`config.mk`:
```
export PLATFORM = sky130hd
export DESIGN_NAME = atc_runway_picker_flat
export DESIGN_NICKNAME = d
export VERILOG_FILES = /design/src/rtl/atc_runway_picker_if.sv /design/src/rtl/atc_runway_picker.sv /design/src/flat_wrapper.sv
export SDC_FILE = /design/constraint.sdc
export NUM_CORES = 1
export LEC_CHECK = 0
export BUFFER_PORTS_ARGS = -buffer_cell sky130_fd_sc_hd__buf_2
export CAP_MARGIN = 10
export CORE_MARGIN = 8
export CORE_UTILIZATION = 44
export CTS_BUF_LIST = sky130_fd_sc_hd__clkbuf_8
export CTS_CLUSTER_SIZE = 40
export DETAILED_ROUTE_END_ITERATION = 8
export PLACE_DENSITY = 0.7
export SYNTH_ARGS = -nofsm -noshare
export SYNTH_HDL_FRONTEND = slang
export SYNTH_SLANG_ARGS = --single-unit
```
`constraint.sdc`:
```
create_clock -name clk -period 4.6 [get_ports clk]
set_input_delay 0.69 -clock clk [delete_from_list [all_inputs] [get_ports clk]]
set_output_delay 0.69 -clock clk [all_outputs]
set_load 0.03 [all_outputs]
```
`src/rtl/atc_runway_picker_if.sv`:
```
// Request/grant bus between the landing-request source and the runway picker.
// The master drives the strobe and direction; the slave returns the one-hot grant.
interface atc_runway_picker_if;
  logic       en;
  logic [1:0] d;
  logic [3:0] signal;

  modport master (output en, output d, input signal);
  modport slave  (input en, input d, output signal);
endinterface

```
`src/rtl/atc_runway_picker.sv`:
```
// Runway picker: grants a free runway on the requested wind axis (lower runway
// first), then holds that runway busy for OCC_CYCLES clocks.
module atc_runway_picker #(
  parameter int unsigned OCC_CYCLES = 4,
  parameter int unsigned TIMER_W    = 8
) (
  input  logic                 clk,
  input  logic                 rst_n,
  atc_runway_picker_if.slave   bus
);

  logic [TIMER_W-1:0] busy_q [4];
  logic [TIMER_W-1:0] busy_d [4];
  logic [3:0]         signal_q;
  logic [3:0]         signal_d;
  logic [3:0]         grant;
  logic [1:0]         lo_idx;
  logic [1:0]         hi_idx;
  logic               unused_d_msb;

  // Only the axis bit matters: N/S (d[0]=0) -> runways 0/1, E/W -> runways 2/3.
  assign lo_idx       = {bus.d[0], 1'b0};
  assign hi_idx       = {bus.d[0], 1'b1};
  assign unused_d_msb = bus.d[1];

  always_comb begin
    grant = '0;
    if (bus.en) begin
      if (busy_q[lo_idx] == '0) begin
        grant[lo_idx] = 1'b1;
      end else if (busy_q[hi_idx] == '0) begin
        grant[hi_idx] = 1'b1;
      end
    end
  end

  always_comb begin
    signal_d = bus.en ? grant : signal_q;
    for (int unsigned i = 0; i < 4; i++) begin
      if (grant[i]) begin
        busy_d[i] = TIMER_W'(OCC_CYCLES);
      end else if (busy_q[i] != '0) begin
        busy_d[i] = busy_q[i] - 1'b1;
      end else begin
        busy_d[i] = busy_q[i];
      end
    end
  end

  always_ff @(posedge clk or negedge rst_n) begin
    if (!rst_n) begin
      signal_q <= '0;
      for (int unsigned i = 0; i < 4; i++) begin
        busy_q[i] <= '0;
      end
    end else begin
      signal_q <= signal_d;
      for (int unsigned i = 0; i < 4; i++) begin
        busy_q[i] <= busy_d[i];
      end
    end
  end

  assign bus.signal = signal_q;

endmodule

```
`src/flat_wrapper.sv`:
```
// flat-port wrapper written by rule: the top's interface ports become plain ports
module atc_runway_picker_flat 
#(
  parameter int unsigned OCC_CYCLES = 4,
  parameter int unsigned TIMER_W    = 8
)
  (clk, rst_n, bus_en, bus_d, bus_signal);
  atc_runway_picker_if bus_i ();
  input  logic clk;
  input  logic rst_n;
  input wire logic [$bits(bus_i.en)-1:0] bus_en;
  input wire logic [$bits(bus_i.d)-1:0] bus_d;
  output wire logic [$bits(bus_i.signal)-1:0] bus_signal;
  assign bus_i.en = bus_en;
  assign bus_i.d = bus_d;
  assign bus_signal = bus_i.signal;
  atc_runway_picker #(.OCC_CYCLES(OCC_CYCLES), .TIMER_W(TIMER_W)) u_core (.clk(clk), .rst_n(rst_n), .bus(bus_i));
endmodule
```
==> flow_metrics.py <==
metrics = {
    "critical_path": {
        "reg2reg_slack_ps": 2800,
        "reg2reg_from": "u_core.busy_q[0]",
        "slowest_delay_ps": 420,
        "crit_required_ps": 4750,
        "cp-end-kind": "flop",
        "worst_r2r_endpoint": "u_core.busy_q[4]",
        "path_class": "reg2reg",
        "reg2reg_depth": 6,
        "crit_path_top_delay_cell": "dfrtp_1",
        "worst-path-max-fanout": 5,
        "cp.arrival_ps": 1950,
        "path_cells": "inv_1 -> ha_1 -> nor3b_1 -> nand2_1 -> or3b_2 -> a21oi_1",
        "worstSetupStartpointType": "flop",
    },
    "synth": {
        "synth_cell_type_count": 38,
        "synth_simple_gate_area_share_pct": 25.7,
        "async_reset_ff_share_pct": 100,
        "synth_xor_area_share_pct": 1.83,
        "ys_warn_count": 0,
        "seq_area_frac_synth_pct": 47.0,
        "synth_area_per_cell_um2": 9.83,
        "synth.area.top_cells": "dfrtp_1 (47%), ha_1 (5.2%), nor2_1 (4.7%)",
        "synth_commonest_cells": "dfrtp_1 (36), nor2_1 (24), nand2_1 (18)",
        "synth_flop_cell": "dfrtp_1",
        "yosys.area.top_type": "dfrtp_1",
        "synthAdderAreaFrac_pct": 5.22,
        "synth_area_um2": 1920,
        "ys_ff_latch": 36,
        "synth_mux_area_share_pct": 3.72,
        "synth_nets": 208,
        "synth-compound-area-share_pct": 12.7,
        "syn_inst": 195,
        "yosysTopAreaCellShare_pct": 47.0,
        "yosysMostFrequentCell": "dfrtp_1",
        "synth-edff-count": 0,
        "synth_top_family_by_area": "simple AND/OR/NAND/NOR gates",
    },
    "power_and_ir_drop": {
        "power_leakage_nw": 0.949,
        "p_total_mw": 0.739,
        "max-vdd-ir-drop_uv": 156,
        "p_per_area_nw_per_um2": 356,
    },
    "final_layout": {
        "drive_gt1_share_pct": 11.6,
        "fin_area_um2": 2080,
        "nets": 220,
        "diodes": 0,
        "syn2layout_area_growth_pct": 8.42,
    },
    "clock_network": {
        "cts.sinks": 36,
        "cts_root_buf": "clkbuf_8",
        "clock_path_buffers": 2,
        "cts_hold_buffers": 0,
        "postCtsResizedCells": 0,
        "clk_pin_slew_ps": 70,
        "h-tree-depth": 2,
        "tritoncts": "yes",
        "numCtsBuffers": 5,
        "insertion_delay_ps": 280,
        "cts_setup_buffers": 0,
    },
    "placed_design": {
        "hpwlAfterDp_um": 2320,
        "gp_congestion": 0.809,
        "io_buffers": 7,
        "placed_area_um2": 2000,
        "pre_cts_ws_ps": 2820,
    },
    "timing": {
        "timing_hold_violations_final": 0,
        "relSlewSlack_pct": 47.0,
        "period_share_pct": 39.2,
        "setup_viol": 0,
        "fmax_ghz": 0.554,
        "rsz0062_at_grt": "no",
        "setup_ws_ps": 2800,
        "period_minus_slack_ps": 1800,
        "worst_slew_pin_slew_ps": 795,
        "skew_ps": 6.06,
        "slew_violations": 0,
        "final.setup.tns_ps": 0,
    },
    "die": {
        "die_h_um": 82.0,
        "ios": 9,
        "die_area_um2": 6720,
        "rows": 24,
        "start_util_pct": 45.0,
        "dieWidth_um": 82.0,
        "core_um2": 4260,
    },
    "route": {
        "avgViaCountPerCell": 5.39,
        "finalWirelength_um": 3270,
        "drt-initial-drc-count": 69,
        "drc": 0,
        "route.antenna.remaining_nets": 0,
        "first_pass_iters": 4,
        "drt-wirelength-per-cell_um": 12.6,
        "vias": 1397,
    },
    "run": {
        "maxCapViolCount": 0,
    },
    "global_routing": {
        "grt_pass1_wl_um": 6010,
        "busiest_layer": "met2",
        "use_met1_pct": 13.0,
        "grtUsageTotal_pct": 11.4,
        "overflow": 0,
        "met2_usage_pct": 19.2,
        "grt_antenna_before_repair": 0,
        "grt_pass1_vias": 1431,
        "grt_use_met3_pct": 3.50,
        "grt_max_degree": 37,
    },
    "outcome": {
        "status": "complete, no violations",
    },
    "worst_hold_path": {
        "holdCritPathClass": "in2async",
    },
}
## layout by cell type, fill, tap and decap left out, drive strengths merged, types with 2 or more instances in the layout
cell type and count:
dfrtp 36, nor2 24, nand2 18, inv 16, a21oi 15, nor3 10
ha 8, a211oi 7, buf 7, mux2i 6, or3 6, nor4 6
o21ai 5, clkbuf 5, a21o 5, xnor2 4, nand3 3, nand4 3
nor3b 3, a211o 3, or4 2, or3b 2, nand3b 2
## flip-flops by register name (all words and copies together) (netlist names)
name	cells
u_core.bus.signal	4
u_core.busy_q	32
## how the worst max path moves through the flow
stage	startpoint	to	slack, ps	depth (start not counted)
finish	u_core.busy_q[0]	u_core.busy_q[4]	2800	6
detailed placement	bus_en	u_core.busy_q[30]	2820	5
global route	u_core.busy_q[8]	u_core.busy_q[8]	2600	6
global placement	bus_en	u_core.busy_q[30]	2800	5
floorplan	u_core.busy_q[0]	u_core.busy_q[4]	3020	6
CTS	u_core.busy_q[0]	u_core.busy_q[4]	2790	6
## layout make-up
class                           instances  area (µm²)
Tap cell                               52        65.1
Sequential cell                        36         901
Fill cell                             405        2190
Multi-Input combinational cell        142         943
Timing Repair Buffer                    7        35.0
Clock buffer                            5        68.8
Clock inverter                          2        8.76
Inverter                               15        56.3
## cells by family (layout without fill, tap and decap cells)
family | after synthesis | after routing
flops | 36 | 36
buf+inv | 17 | 29
fa+ha+maj | 8 | 8
simple gates | 85 | 85
xor+xnor | 4 | 4
mux | 7 | 7
compound gates | 38 | 38
## report_power, final
part	internal, mW	switching, mW
Combinational	0.0602	0.0692
Sequential	0.354	0.0470
Clock	0.101	0.108
## per-layer routing
metal | up-vias | wire length (µm)
met5 | - | 0
met3 | 5 | 112
met1 | 666 | 1560
met2 | 17 | 1550
met4 | 0 | 43
li1 | 709 | -
## per-stage QoR
stage               utilization, %  cells  hold slack [ps]
floorplan                        -    195              394
finish                        48.7    259              488
global route                  48.7    259              492
CTS                           48.7    259              487
detailed placement            46.9    252              468
global placement              46.9    252              462
## worst max-delay path, delay by kind of cell, from the launching register on
kind	cells	cell delay (ps)
AOI/OAI and AO/OA	1	50
buffers and inverters	1	130
DFF	1	420
and+or+nand+nor	3	890
adders and majority gates	1	180
Note: power is estimated with default switching activity, not from simulation.
